<file path="src/rtl/reg_file_sb.sv">
// rtl/reg_file_sb.sv - register file with two async read ports, one write port and busy scoreboard
module reg_file_sb #(
  parameter int WIDTH    = 32,
  parameter int DEPTH    = 5,
  parameter int BYPASS   = 1,
  parameter int ZERO_REG = 1
) (
  input  logic             clk,
  input  logic             rst,
  input  logic [WIDTH-1:0] write_data,
  input  logic [DEPTH-1:0] write_register,
  input  logic             wr,
  input  logic             rsv,
  input  logic [DEPTH-1:0] rsv_register,
  input  logic [DEPTH-1:0] read_register_1,
  input  logic [DEPTH-1:0] read_register_2,
  output logic [WIDTH-1:0] read_data_1,
  output logic [WIDTH-1:0] read_data_2,
  output logic             busy_1,
  output logic             busy_2,
  output logic [DEPTH:0]   busy_count,
  output logic             rsv_err
);

  localparam int N = 2 ** DEPTH;

  logic [WIDTH-1:0] mem [N];
  logic [N-1:0]     busy;
  logic [N-1:0]     busy_next;

  logic wr_eff;
  logic rsv_eff;
  logic same_reg;
  logic cnt_inc;
  logic cnt_dec;
  logic err_set;

  // Register 0 swallows writes and reservations when it is hardwired to zero.
  assign wr_eff   = wr  && !((ZERO_REG != 0) && (write_register == '0));
  assign rsv_eff  = rsv && !((ZERO_REG != 0) && (rsv_register == '0));
  assign same_reg = (write_register == rsv_register);

  // Count moves only on real 0->1 / 1->0 transitions of a busy bit, so it cannot overflow or underflow.
  assign cnt_inc = rsv_eff && !busy[rsv_register];
  assign cnt_dec = wr_eff && busy[write_register] && !(rsv_eff && same_reg);
  // Re-reserving a busy register is only an error when no write-back retires it in the same cycle.
  assign err_set = rsv_eff && busy[rsv_register] && !(wr_eff && same_reg);

  // Next busy vector: write-back clears first, then reservation sets, so a new producer wins.
  always_comb begin
    busy_next = busy;
    if (wr_eff) begin
      busy_next[write_register] = 1'b0;
    end
    if (rsv_eff) begin
      busy_next[rsv_register] = 1'b1;
    end
  end

  // Storage, scoreboard, counter and sticky error, all cleared asynchronously.
  always_ff @(posedge clk or negedge rst) begin
    if (!rst) begin
      for (int i = 0; i < N; i++) begin
        mem[i] <= '0;
      end
      busy       <= '0;
      busy_count <= '0;
      rsv_err    <= 1'b0;
    end else begin
      if (wr_eff) begin
        mem[write_register] <= write_data;
      end
      busy       <= busy_next;
      busy_count <= busy_count + {{DEPTH{1'b0}}, cnt_inc} - {{DEPTH{1'b0}}, cnt_dec};
      if (err_set) begin
        rsv_err <= 1'b1;
      end
    end
  end

  // Read port 1: stored value, optionally overridden by the in-flight write, then by the zero register.
  always_comb begin
    read_data_1 = mem[read_register_1];
    busy_1      = busy[read_register_1];
    if ((BYPASS != 0) && wr_eff && (write_register == read_register_1)) begin
      read_data_1 = write_data;
      busy_1      = 1'b0;
    end
    if ((ZERO_REG != 0) && (read_register_1 == '0)) begin
      read_data_1 = '0;
      busy_1      = 1'b0;
    end
  end

  // Read port 2: same selection as port 1.
  always_comb begin
    read_data_2 = mem[read_register_2];
    busy_2      = busy[read_register_2];
    if ((BYPASS != 0) && wr_eff && (write_register == read_register_2)) begin
      read_data_2 = write_data;
      busy_2      = 1'b0;
    end
    if ((ZERO_REG != 0) && (read_register_2 == '0)) begin
      read_data_2 = '0;
      busy_2      = 1'b0;
    end
  end

endmodule

</file>
<file path="config.mk">
export PLATFORM = sky130hd
export DESIGN_NAME = reg_file_sb
export DESIGN_NICKNAME = d
export VERILOG_FILES = /design/src/rtl/reg_file_sb.sv
export SDC_FILE = /design/constraint.sdc
export NUM_CORES = 2
export LEC_CHECK = 0
export BUFFER_PORTS_ARGS = -buffer_cell sky130_fd_sc_hd__buf_2
export CAP_MARGIN = 25
export CORE_ASPECT_RATIO = 0.9
export CORE_MARGIN = 2
export CORE_UTILIZATION = 40
export CTS_BUF_LIST = sky130_fd_sc_hd__clkbuf_16
export DETAILED_ROUTE_END_ITERATION = 8
export PLACE_DENSITY = 0.54
export SLEW_MARGIN = 20
export SYNTH_ARGS = -nofsm -noshare
export SYNTH_HDL_FRONTEND = slang
export SYNTH_SLANG_ARGS = --single-unit
</file>
<file path="constraint.sdc">
create_clock -name clk -period 8.5 [get_ports clk]
set_input_delay 0 -clock clk [delete_from_list [all_inputs] [get_ports clk]]
set_output_delay 0 -clock clk [all_outputs]
set_load 0.03 [all_outputs]
</file>
==> flow_metrics.tcl <==
set metrics [dict create \
    status "finished with violations" \
    violations "negative hold slack" \
    initial_core_util 0.404 \
    finalHoldViolations 8 \
    grt_usage 0.260 \
    antenna_found_initial 24 \
    synth_seq_cells 1063 \
    drv_slew 0 \
    cts_max_level 3 \
    remaining_drc_errors 0 \
    setup_viol 0 \
    core_um2 142000 \
    rsz0062_at_grt "no" \
    via_count 36525 \
    arrival_ns 4.14 \
    cts_root_buffer "clkbuf_16" \
    fmax_mhz 241 \
    grt_max_degree 155 \
    hold_ws_ns -0.0234 \
    port_buffers 128 \
    drive_gt1_frac 0.507 \
    numCtsBuffers 114 \
    dpl_cell_area_um2 59600 \
    ys_seq_area_frac 0.462 \
    nFillCells 12660 \
    yosys.cell_count.top_type "dfrtp_1" \
    grt_pass1_vias 36987 \
    slew-limit-headroom 0.220 \
    routabilityCongestion 0.811 \
    power.density_nw_per_um2 237 \
    power_leakage_nw 26.9 \
    clock_latency_ns 0.72 \
    ctsResizeCount 0 \
    async_reset_ff_frac 1.00 \
    overflow 0 \
    synth_top_cell_area_share 0.462 \
    clock-sinks 1063 \
    cts_buffer_depth 3 \
    grt_pass1_wl_um 277000 \
    syn-mean-instance-area_um2 15.1 \
    path_clk_slew_ns 0.06 \
    synth_cells 3816 \
    syn_to_final_growth_pct 10.9 \
    tns_ns 0 \
    vias_per_cell 6.41 \
    fp-row-count 131 \
    final_util 0.448 \
    die_y_um 364 \
    crit_fanout 27 \
    post-route-period-util 0.487 \
    hold_path_class "in -> async" \
    wl_per_cell_um 33.4 \
    yosysTopAreaCell "dfrtp_1" \
    multi_input_comb_area_um2 29200 \
    peakVddDrop_uv 156 \
    fp.dieW_um 404 \
    critPathKind "in -> out" \
    dr.pass1.iters 5 \
    tightest_slew_ns 1.17 \
    drt_iter0_drc 3215 \
    synthTopCellsByArea "dfrtp_1, mux4_2, mux2_2, clkbuf_1, mux2_1" \
    synthTopCellsByCount "dfrtp_1, mux2_2, mux4_2, clkbuf_1, buf_2" \
    synth_ff_type "dfrtp_1" \
    fin_skew_ns 0.0129 \
    dp_hpwl_um 107000 \
    yosys_warnings 0 \
    cts_tree "done" \
    cp-end-kind "output pin" \
    cts_setup_buffers 0 \
    synth-edff-count 0 \
    nets 3804 \
    drv_cap 0 \
    die_area_um2 147000 \
    critical_path_required_ns 8.50 \
    worst_setup_path_start_kind "input pin" \
    syn_area_um2 57500 \
    postRouteAntennaNets 0 \
    cts_hold_buf 45 \
    yosysUniqueCellTypes 56 \
    fin_crit_ns 4.14 \
    synth.net_count 3879 \
    seq_area_um2 26600 \
    wl_um 190000 \
    ios 129 \
    final_area_um2 63800 \
]
==> cell type report <==
class                      instances  share of cell area
antenna                            1           0.0000392
clock buffer                     119              0.0467
clock inverter                    91              0.0105
inverter                          12            0.000726
multi-input combinational       2296               0.458
sequential                      1063               0.417
tap                             1862              0.0365
timing repair buffer             254              0.0300
==> registers in the layout, indices dropped and copies added, names as in the netlist <==
name	flops
mem	1024
busy	32
busy_count	6
rsv_err	1
==> stage by stage <==
stage | hold WS, ns | cells | setup WS (ns) | total power, W
final | -0.0234 | 5698 | 4.36 | 0.0151
after global routing | 0.0138 | 5697 | 4.35 | 0.0158
after CTS | 0.0000220 | 5696 | 4.55 | 0.0153
after detailed placement | 0.103 | 5441 | 4.55 | 0.0102
after global placement | 0.106 | 5441 | 4.60 | 0.0101
after floorplan | -0.296 | 3816 | 5.47 | 0.00916
==> layer usage <==
metal  vias up  GRT usage  part of all wire
met2      1381      0.396              0.45
met5         -          0           0.00027
li1      14731          -                 -
met3       324     0.0488             0.070
met4         8     0.0716             0.030
met1     20081      0.382              0.45
==> report_power, final <==
| group | leakage [nW] | internal (W) | switching, W |
|---|---|---|---|
| registers | 13.6 | 0.00604 | 0.000700 |
| logic | 11.4 | 0.00194 | 0.00147 |
| clock network | 1.89 | 0.00284 | 0.00215 |
| total | 26.9 | 0.0108 | 0.00432 |
==> worst max-delay path: stages <==
cell      delay [ns]
buf_2           0.54
clkinv_2        0.80
buf_4           0.61
nand2_2         0.12
buf_4           0.57
nor2_1          0.11
nor4_1          0.45
a32o_1          0.54
buf_2           0.29
==> cell usage in the layout, fill, tap and decap left out, types with 19 or more instances in the layout <==
cell	Yosys	routed
mux2_1	71	71
o22ai_1	35	35
nor2_4	0	19
clkinv_2	0	26
a31oi_1	29	29
mux4_2	551	551
o21ai_0	35	35
dfrtp_1	1063	1063
clkbuf_16	0	119
a22oi_1	64	64
mux2_2	978	978
inv_1	11	32
nor2_1	59	40
or2_0	28	28
a211oi_1	30	30
buf_2	113	119
nor4_1	29	28
nand3_1	44	42
mux2i_1	63	63
nand2_1	65	52
nor2b_1	41	38
a32o_1	59	59
dlygate4sd3_1	0	44
buf_4	9	74
clkinv_1	0	32
==> path summary, 6_finish.rpt <==
path | startpoint | end | slack [ns] | cells after the start
max | read_register_1[3] | read_data_1[18] | 4.36 | 9
max reg2reg | busy[6] | busy_count[4] | 5.20 | 13
max in group asynchronous | rst | mem[810] | 6.92 | 4
min in group clk | wr | busy_count[1] | 0.07 | 6
min | rst | mem[477] | -0.02 | 3
min reg2reg | mem[1014] | mem[1014] | 0.40 | 0
==> cell families after synthesis <==
kind of cell | after synthesis | share of synthesized area
buffers and inverters | 457 | 0.0343
XOR/XNOR | 20 | 0.00305
multiplexers | 1663 | 0.432
flip-flops | 1063 | 0.462
AND/OR/NAND/NOR | 309 | 0.0279
adder cells (fa/ha/maj) | 7 | 0.00165
AO/OA/AOI/OAI | 297 | 0.0386
Power figures use the tool's default switching activity.
